File: config.mk
export PLATFORM = sky130hd
export DESIGN_NAME = parallel_to_serial
export DESIGN_NICKNAME = d
export VERILOG_FILES = /design/src/rtl/parallel_to_serial.sv
export SDC_FILE = /design/constraint.sdc
export NUM_CORES = 1
export LEC_CHECK = 0
export CAP_MARGIN = 20
export CORE_AREA = 4 4 223 225
export DETAILED_ROUTE_END_ITERATION = 12
export DIE_AREA = 0 0 227 229
export PLACE_DENSITY = 0.54
export REMOVE_ABC_BUFFERS = 1
export SYNTH_ARGS = -nofsm -noshare
export SYNTH_HDL_FRONTEND = slang
export SYNTH_SLANG_ARGS = --single-unit
File: constraint.sdc
create_clock -name CLK -period 6.5 [get_ports CLK]
set_clock_uncertainty 0.15 [all_clocks]
set_input_delay 0.975 -clock CLK [delete_from_list [all_inputs] [get_ports CLK]]
set_output_delay 0.975 -clock CLK [all_outputs]
set_load 0.01 [all_outputs]
File: src/rtl/parallel_to_serial.sv
// rtl/parallel_to_serial.sv - serializes 4-sample complex words onto DR/DI with a one-word holding buffer
module parallel_to_serial #(
  parameter int nb = 16
) (
  input  logic            CLK,
  input  logic            RST,
  input  logic            LOAD,
  input  logic [4*nb-1:0] IR,
  input  logic [4*nb-1:0] II,
  output logic            IN_RDY,
  output logic [nb-1:0]   DR,
  output logic [nb-1:0]   DI,
  output logic            VLD,
  output logic            FIRST
);

  typedef enum logic {IDLE, SHIFT} state_t;

  state_t            state;
  logic [1:0]        cnt;
  logic              hold_full;
  logic [4*nb-1:0]   hold_r, hold_i;
  logic [4*nb-1:0]   shr_r, shr_i;
  logic [4*nb-1:0]   src_r, src_i;
  logic              accept;
  logic              word_end;
  logic              start_word;

  assign IN_RDY   = ~hold_full;
  assign accept   = LOAD & ~hold_full;
  assign word_end = (state == IDLE) || (cnt == 2'd3);
  // In IDLE hold_full is always 0, so one mux serves both the idle and the end-of-word start.
  assign start_word = word_end && (hold_full || LOAD);
  assign src_r      = hold_full ? hold_r : IR;
  assign src_i      = hold_full ? hold_i : II;

  always_ff @(posedge CLK) begin
    if (state == SHIFT && cnt != 2'd3 && accept) begin
      hold_r <= IR;
      hold_i <= II;
    end
  end

  always_ff @(posedge CLK or negedge RST) begin
    if (!RST) begin
      state     <= IDLE;
      cnt       <= 2'd0;
      hold_full <= 1'b0;
      DR        <= '0;
      DI        <= '0;
      VLD       <= 1'b0;
      FIRST     <= 1'b0;
      shr_r     <= '0;
      shr_i     <= '0;
    end else if (start_word) begin
      state     <= SHIFT;
      cnt       <= 2'd0;
      hold_full <= 1'b0;
      VLD       <= 1'b1;
      FIRST     <= 1'b1;
      DR        <= src_r[4*nb-1 -: nb];
      DI        <= src_i[4*nb-1 -: nb];
      shr_r     <= {src_r[3*nb-1:0], {nb{1'b0}}};
      shr_i     <= {src_i[3*nb-1:0], {nb{1'b0}}};
    end else if (state == SHIFT && cnt != 2'd3) begin
      cnt   <= cnt + 2'd1;
      FIRST <= 1'b0;
      DR    <= shr_r[4*nb-1 -: nb];
      DI    <= shr_i[4*nb-1 -: nb];
      shr_r <= {shr_r[3*nb-1:0], {nb{1'b0}}};
      shr_i <= {shr_i[3*nb-1:0], {nb{1'b0}}};
      if (accept) begin
        hold_full <= 1'b1;
      end
    end else begin
      state <= IDLE;
      cnt   <= 2'd0;
      VLD   <= 1'b0;
      FIRST <= 1'b0;
      DR    <= '0;
      DI    <= '0;
    end
  end

endmodule
==> run_results.csv, run 1 <==
group,metric,value,unit
die,rows,80,
yosys,synth_area_leader_cell,"edfxtp_1",
detailed_routing,final_antenna_net_count,0,
placed_design,dp_hpwl,17600,um
yosys,synthXorXnorAreaFrac,0,%
critical_path,cp.arrival,2.48,ns
yosys,synth_compound_area_share,10.8,%
critical_path,worstSetupPathType,"reg2out",
yosys,ys_warn_count,0,
critical_path,worstRegToRegCells,4,
yosys,yosys.area_share.adder,0.105,%
yosys,synth.area.top_cells,"edfxtp_1 (32%), dfrtp_1 (28%), nand3b_1 (6.1%)",
sta,hold_violations,0,
critical_path,critPathMaxStageDelay,0.88,ns
critical_path,slowest_stage,"dfrtp_4",
critical_path,critPathLaunch,"hold_full$_DFFE_PN0P_",
clock_tree,cts_sinks,261,
power_and_ir_drop,powerDensity,436,nW/um^2
die,initial_core_util,24.9,%
placed_design,place.gp.congestion,0.684,
clock_tree,clk_pin_slew,0.06,ns
detailed_routing,drtIter0Drc,444,
yosys,synth-simple-area-share,21.6,%
status,outcome,"finished clean",
detailed_routing,route.detailed.drc,0,
placed_design,dpl_worst_slack,2.96,ns
critical_path,endpoint_kind,"output pin",
final_layout,multiInputGateArea,4210,sq um
sta,slew_viol_final,0,
yosys,synth_cell_types,24,
power_and_ir_drop,p_leak,5.44,nW
final_layout,fin_nets,1160,
detailed_routing,vias,7931,
clock_tree,cts_tree,"yes",
critical_path,cp_max_fo,80,
final_layout,fillCellCount,4717,
critical_path,reg2reg_to,"shr_i[49]$_DFFE_PN0P_",
yosys,synth_flop_cell,"dfrtp_1",
sta,rsz0062_at_grt,"no",
die,core,47500,sq um
yosys,synth_seq_cells,261,
die,ios,166,
final_layout,design_area,15100,sq um
clock_tree,root_buffer,"clkbuf_16",
yosys,synth.top_cell.area_share,32.4,%
clock_tree,cts_made_buffers,34,
run,maxCapViolations,0,
critical_path,crit_cells,2,
sta,relSlewSlack,33.7,%
min_path,hp-class,"reg2reg",
clock_tree,post_cts_buffers,0,
grt,grt_pass1_vias,8268,
grt,overflow,0,
power_and_ir_drop,power.total,0.00657,W
critical_path,reg2reg_from,"hold_full$_DFFE_PN0P_",
die,die_x,227,um
yosys,async_flop_share,51.0,%
detailed_routing,drtPass1Iterations,5,
yosys,synthCells,908,
final_layout,drive_above_1_share,10.1,%
yosys,muxShareOfSynthArea,2.70,%
clock_tree,htree_levels,2,
critical_path,crit_family,"buffers and inverters",
critical_path,crit_end,"IN_RDY",
power_and_ir_drop,peakVddDrop,0.152,mV
critical_path,startpoint_type,"register",
die,die_y,229,um
final_layout,antenna_cells,0,
clock_tree,clk_path_buf_depth,3,
yosys,synth_area_per_cell,13.1,sq um
detailed_routing,routed_via_density,4.75,
grt,antenna_found_initial,1,
clock_tree,ctsResizeCount,0,
grt,grt_use_total,12.3,%
sta,worst_pin_slew,0.995,ns
critical_path,crit_required,5.37,ns
sta,layout_worst_path_cycle_share,55.5,%
clock_tree,clkLatencyLatePin,0.53,ns
clock_tree,cts_hold_buf,0,
yosys,yosysMostFrequentCell,"dfrtp_1",
final_layout,area_growth,26.9,%
critical_path,path_buf_inv,2,
placed_design,postPlaceCellArea,13900,sq um
final_layout,seq_area,7180,sq um
yosys,seq_area_frac_synth,60.5,%
critical_path,r2r_slack,3.07,ns
sta,worst_hold_slack,0.342,ns
grt,grt_max_degree,116,
detailed_routing,totalWireLength,32500,um
sta,fmax,277,MHz
detailed_routing,wire_per_inst,19.5,um
yosys,synthTopCellsByCount,"dfrtp_1 (133), edfxtp_1 (128), nand3b_1 (96), nor3b_1 (96), nor2b_1 (66)",
sta,setup_viol,0,
sta,worst_slack,2.89,ns
yosys,synth_edf_count,128,
grt,grt_first_pass_wirelength,50400,um
yosys,syn_area,11900,sq um
critical_path,path_cells,"inv_2, clkdlybuf4s50_1",
yosys,synth_top_family_by_area,"simple AND/OR/NAND/NOR gates",
placed_design,numPortBuffers,165,
die,die_area,52000,sq um
sta,period_needed,3.61,ns
cell families (layout without fill, tap and decap cells):
logic type	Yosys count	after routing
AOI/OAI and AO/OA	128	128
and+or+nand+nor	393	393
buffers and inverters	93	239
muxes	32	32
adders and majority gates	1	1
DFF	261	261
flip-flops by register name (all words and copies together), names as in the netlist, 2 cells and up:
| register | flops |
|---|---|
| hold_i | 64 |
| hold_r | 64 |
| cnt | 2 |
| DR | 16 |
| shr_r | 48 |
| DI | 16 |
| shr_i | 48 |
cells in the final DEF (no fill, tap or decap), types with 4 or more instances in the layout:
master / Yosys / routed
a41oi_1: 27 / 27
or3b_1: 31 / 31
clkdlybuf4s50_1: 0 / 163
nand2_1: 64 / 64
nor2_1: 4 / 4
nand3b_1: 96 / 96
clkinv_1: 0 / 6
o41ai_2: 33 / 33
a41oi_2: 4 / 4
clkbuf_16: 0 / 37
clkinv_2: 0 / 4
dfrtp_1: 133 / 131
buf_4: 9 / 10
mux2i_1: 32 / 32
edfxtp_1: 128 / 128
nor3b_1: 96 / 96
clkbuf_1: 40 / 7
nor3_1: 33 / 33
a31oi_1: 32 / 32
nor2b_1: 66 / 65
a211oi_1: 32 / 32
worst min-delay path by stage:
stage	from	end	slack, ns	depth (start not counted)
after global routing	cnt[0]$_DFF_PN0_	cnt[0]$_DFF_PN0_	0.37	1
after detailed placement	cnt[0]$_DFF_PN0_	cnt[0]$_DFF_PN0_	0.34	1
final	cnt[0]$_DFF_PN0_	cnt[0]$_DFF_PN0_	0.34	1
after CTS	cnt[0]$_DFF_PN0_	cnt[0]$_DFF_PN0_	0.35	1
after floorplan	cnt[0]$_DFF_PN0_	cnt[0]$_DFF_PN0_	0.26	1
after global placement	cnt[0]$_DFF_PN0_	cnt[0]$_DFF_PN0_	0.33	1
through the flow:
step / cells / TNS [ns] / util [%]
2_1_floorplan: 816 / -261.45 / -
3_3_place_gp: 1607 / 0 / 29.3
3_5_place_dp: 1607 / 0 / 29.3
4_1_cts: 1669 / 0 / 31.7
5_1_grt: 1669 / 0 / 31.7
6_report: 1669 / 0 / 31.7
report_power, final:
part           internal (W)  switching (W)
combinational      0.000969        0.00119
clock               0.00119       0.000724
sequential          0.00226       0.000241
layout make-up:
type,count,area share (%)
tap,615,5.11
clock inverter,15,0.989
multi-input combinational,554,28.0
clock buffer,47,6.60
timing repair buffer,176,11.6
inverter,1,0.0249
sequential,261,47.7
layer usage:
layer | up-vias | GRT usage, % | part of all wire, %
li1 | 3680 | - | -
met1 | 4061 | 17.3 | 48
met2 | 153 | 19.3 | 46
met3 | 35 | 2.60 | 4.4
met4 | 2 | 3.48 | 1.5
met5 | - | 0 | 0.022
No activity file was read; power rests on OpenSTA's default activity.
==> run 2, diff against run 1 <==
Settings changed: PLACE_DENSITY 0.54 to 0.55.
Clock period 6.5 ns to 3.1 ns, I/O delays scaled along.
==> run 2 against run 1 <==
Die area stayed put; final cell count up 0.24%; combinational power increased by 120%; non-clock buffer count increased by 8; setup slack worse by 2.4 ns; worst hold slack worse by 0.23 ns; critical endpoint is now VLD.
==> run_results.csv, run 2 (synthesis results as in run 1) <==
group,metric,value,unit
status,outcome,"finished clean",
grt,grt_use_total,12.1,%
detailed_routing,route.detailed.drc,0,
clock_tree,root_buffer,"clkbuf_16",
power_and_ir_drop,peakVddDrop,0.375,mV
clock_tree,clk_pin_slew,0.06,ns
final_layout,design_area,15000,sq um
clock_tree,cts_tree,"yes",
critical_path,endpoint_kind,"output pin",
detailed_routing,wire_per_inst,19.4,um
sta,layout_worst_path_cycle_share,83.8,%
sta,period_needed,2.60,ns
sta,hold_violations,0,
run,maxCapViolations,0,
die,rows,80,
final_layout,drive_above_1_share,10.1,%
grt,grt_max_degree,180,
clock_tree,post_cts_buffers,0,
sta,rsz0062_at_grt,"no",
placed_design,postPlaceCellArea,14100,sq um
sta,relSlewSlack,45.1,%
sta,worst_hold_slack,0.114,ns
final_layout,top_regs,"hold_i x64, hold_r x64",
die,initial_core_util,24.9,%
final_layout,layout_common_cells,"clkdlybuf4s50_1 (163), dfrtp_1 (131), edfxtp_1 (128)",
placed_design,dp_hpwl,18200,um
power_and_ir_drop,p_leak,5.43,nW
clock_tree,htree_levels,1,
critical_path,worstSetupPathType,"reg2out",
grt,grt_first_pass_wirelength,50100,um
grt,antenna_found_initial,0,
die,die_y,229,um
final_layout,fin_util,31.6,%
final_layout,stdcell_count,1673,
power_and_ir_drop,powerDensity,892,nW/um^2
die,die_x,227,um
grt,grt_pass1_vias,8196,
grt,overflow,0,
detailed_routing,totalWireLength,32400,um
placed_design,place_inst,1614,
final_layout,area_growth,26.8,%
sta,fmax,385,MHz
sta,setup_viol,0,
die,core,47500,sq um
die,ios,166,
critical_path,cp_max_fo,31,
sta,worst_pin_slew,0.824,ns
clock_tree,cts_made_buffers,31,
final_layout,fin_nets,1165,
placed_design,place.gp.congestion,0.701,
detailed_routing,final_antenna_net_count,0,
die,die_area,52000,sq um
sta,finalSetupTns,0,ns
clock_tree,cts_sinks,261,
detailed_routing,drtIter0Drc,391,
detailed_routing,routed_via_density,4.70,
critical_path,crit_required,2.48,ns
clock_tree,clkLatencyLatePin,0.56,ns
placed_design,numPortBuffers,165,
clock_tree,clk_path_buf_depth,3,
detailed_routing,vias,7857,
critical_path,cp.arrival,1.98,ns
sta,slew_viol_final,0,
min_path,hp-class,"in2async",
detailed_routing,drtPass1Iterations,4,
final_layout,layout_commonest_cell,"clkdlybuf4s50_1",
critical_path,startpoint_type,"register",
## run 2: changes by cell type in the layout (fill, tap and decap cells not counted), sizes merged
cell | before | now
diode | 0 | 1
dlygate4sd3 | 0 | 1
buf | 13 | 20
clkinv | 10 | 5
clkbuf | 47 | 49
inv | 2 | 1
bufinv | 3 | 2
## run 2: final timing paths
check / from / endpoint / slack [ns] / cells past startpoint
hold reg to reg: cnt[0]$_DFF_PN0_ / cnt[0]$_DFF_PN0_ / 0.35 / 1
min in group CLK: LOAD / DR[1]$_DFF_PN0_ / 0.15 / 3
max in group asynchronous: RST / state$_DFFE_PN0P_ / 1.67 / 3
setup / recovery: state$_DFFE_PN0P_ / VLD / 0.50 / 2
hold / removal: RST / DI[4]$_DFF_PN0_ / 0.11 / 2
setup reg to reg: cnt[0]$_DFF_PN0_ / hold_i[12]$_DFFE_PP_ / 0.95 / 4
## run 2: where the power goes
part           switching (W)  total [W]  internal, W
Combinational        0.00264    0.00477      0.00213
Sequential          0.000387    0.00512      0.00473
Clock                0.00143    0.00353      0.00210
## run 2: stage by stage
step	setup WS, ns	total power, W
6_report	0.502	0.0134
2_1_floorplan	-5.44	0.00817
5_1_grt	0.386	0.0143
3_3_place_gp	0.971	0.00998
3_5_place_dp	0.927	0.0101
4_1_cts	0.432	0.0137
## run 2: layer usage
metal,track usage (%),part of all wire (%),vias to the layer above
li1,-,-,3683
met1,17.3,48,3987
met2,19.2,46,153
met3,2.25,4.2,34
met4,2.57,1.6,0
met5,0,0,-
## run 2: repair_timing
item                                   CTS  global route
hold buffers                             1             0
endpoints found under the hold margin  133             0
setup endpoints to repair                0             0
gates resized for setup                  0             0
## run 2: critical path, cell delays in order, from the launching register on
cell and delay (ns):
dfrtp_4 0.45, buf_4 0.34, clkdlybuf4s50_1 0.63
## run 2: area by class of cell
type                    instances  area [sq um]
multi-input cells             554          4210
diodes                          1          2.50
flip-flops and latches        261          7180
repair buffers                184          1900
clock inverters                 8          92.6
inverters                       1          3.75
well taps                     615           769
clock buffers                  49           883
fillers                      4740         32500
==> run 3, diff against run 2 <==
Settings changed: PLACE_DENSITY 0.55 to 0.54.
Clock period 3.1 ns to 2.4 ns, I/O delays scaled along.
==> run 3 against run 2 <==
First-iteration DRC count increased by 14%; critical path depth decreased by 1; clock-buffer cell count decreased by 7; critical path type unchanged; critical endpoint unchanged; largest cell class unchanged; highest routed layer is now met5.
==> run_results.csv, run 3 (synthesis results as in run 1) <==
group,metric,value,unit
sta,worst_pin_slew,0.695,ns
min_path,hp-class,"in2async",
power_and_ir_drop,power.total,0.0176,W
clock_tree,htree_levels,1,
detailed_routing,routedLengthMet1,15600,um
critical_path,reg2reg_from,"cnt[0]$_DFF_PN0_",
sta,setup_viol,0,
detailed_routing,route.top_layer_used,"met5",
die,die_y,229,um
critical_path,r2r_slack,0.36,ns
final_layout,drive_above_1_share,11.4,%
power_and_ir_drop,p_leak,5.53,nW
status,outcome,"finished clean",
detailed_routing,route.met2.wl,14600,um
clock_tree,clk_pin_slew,0.06,ns
critical_path,endpoint_kind,"output pin",
detailed_routing,final_antenna_net_count,0,
power_and_ir_drop,powerDensity,1160,nW/um^2
critical_path,slowest_stage,"clkdlybuf4s50_1",
critical_path,crit_family,"buffers and inverters",
die,core,47500,sq um
final_layout,top_regs,"hold_i x64, hold_r x64",
detailed_routing,routed_via_density,4.76,
critical_path,path_cells,"clkdlybuf4s50_1",
sta,worst_hold_slack,0.182,ns
grt,grt_pass1_vias,8263,
detailed_routing,wire_per_inst,19.6,um
placed_design,dp_hpwl,19000,um
detailed_routing,drtPass1Iterations,4,
grt,grt_max_degree,120,
detailed_routing,drtIter0Drc,447,
final_layout,layout_common_cells,"clkdlybuf4s50_1 (162), dfrtp_1 (131), edfxtp_1 (128)",
run,maxCapViolations,0,
final_layout,area_growth,28.3,%
detailed_routing,vias,7988,
critical_path,critPathMaxStageDelay,0.68,ns
die,ios,166,
critical_path,path_buf_inv,1,
die,die_area,52000,sq um
die,rows,80,
sta,rsz0062_at_grt,"no",
sta,hold_violations,0,
grt,grt_use_total,12.2,%
clock_tree,clk_path_buf_depth,3,
sta,relSlewSlack,53.7,%
sta,worst_slack,0.211,ns
placed_design,dpl_worst_slack,0.350,ns
final_layout,fin_nets,1171,
sta,period_needed,2.19,ns
critical_path,critPathLaunch,"state$_DFFE_PN0P_",
clock_tree,cts_sinks,261,
critical_path,crit_required,1.89,ns
clock_tree,clkLatencyLatePin,0.57,ns
die,initial_core_util,24.9,%
critical_path,startpoint_type,"register",
critical_path,cp.arrival,1.68,ns
grt,overflow,0,
final_layout,layout_commonest_cell,"clkdlybuf4s50_1",
detailed_routing,route.detailed.drc,0,
power_and_ir_drop,peakVddDrop,0.719,mV
critical_path,worstRegToRegCells,4,
grt,antenna_found_initial,3,
sta,slew_viol_final,0,
detailed_routing,totalWireLength,32900,um
clock_tree,cts_made_buffers,31,
critical_path,reg2reg_to,"hold_r[37]$_DFFE_PP_",
sta,layout_worst_path_cycle_share,91.2,%
clock_tree,post_cts_buffers,0,
critical_path,cp_max_fo,4,
die,die_x,227,um
sta,fmax,457,MHz
placed_design,place.gp.congestion,0.697,
final_layout,antenna_cells,0,
clock_tree,cts_tree,"yes",
placed_design,numPortBuffers,165,
grt,grt_first_pass_wirelength,50200,um
critical_path,worstSetupPathType,"reg2out",
clock_tree,root_buffer,"clkbuf_16",
detailed_routing,route.met3.wl,2010,um
## run 3: cell types whose count changed in the layout (fill, tap and decap cells not counted), sizes merged
cell / previous run / this run
buf: 20 / 25
bufinv: 2 / 3
clkbuf: 49 / 42
clkdlybuf4s50: 163 / 162
clkinv: 5 / 9
clkinvlp: 1 / 2
diode: 1 / 0
dlygate4sd2: 0 / 1
dlygate4sd3: 1 / 2
inv: 1 / 3
## run 3: how the worst max path moves through the flow
stage | endpoint | slack, ns | cells after the start
detailed placement | hold_r[47]$_DFFE_PP_ | 0.35 | 4
global route | VLD | 0.07 | 1
floorplan | hold_i[0]$_DFFE_PP_ | -6.14 | 2
CTS | VLD | 0.10 | 1
finish | VLD | 0.21 | 1
global placement | hold_r[57]$_DFFE_PP_ | 0.36 | 4
## run 3: layout make-up
class                   count  area, sq um
clock buffers              42          877
clock inverters            16          170
repair buffers            190         2010
inverters                   1         3.75
multi-input cells         554         4210
flip-flops and latches    261         7180
well taps                 615          769
fillers                  4714        32300
## run 3: timing repair
item	in CTS	in global routing
hold buffers	2	0
endpoints found under the hold margin	46	0
setup endpoints to repair	1	0
gates resized for setup	1	0
## run 3: power breakdown
group / total (W) / switching, W / leakage, nW / internal [W]
Clock: 0.00480 / 0.00192 / 0.516 / 0.00288
Combinational: 0.00623 / 0.00341 / 2.12 / 0.00282
Sequential: 0.00661 / 0.000500 / 2.89 / 0.00611
## run 3: per-layer routing
metal | up-vias | GRT usage [%]
li1 | 3691 | -
met1 | 4087 | 17.4
met2 | 158 | 18.6
met3 | 46 | 3.25
met4 | 6 | 2.91
met5 | - | 0
## run 3: per-stage QoR
step / util, % / setup TNS [ns] / cells / cell area, sq um
after detailed placement: 29.8 / 0 / 1619 / 14200
after CTS: 32.0 / 0 / 1679 / 15200
after global placement: 29.8 / 0 / 1619 / 14200
after global routing: 32.0 / 0 / 1679 / 15200
after floorplan: - / -1127.91 / 816 / 11400
final: 32.0 / 0 / 1679 / 15200
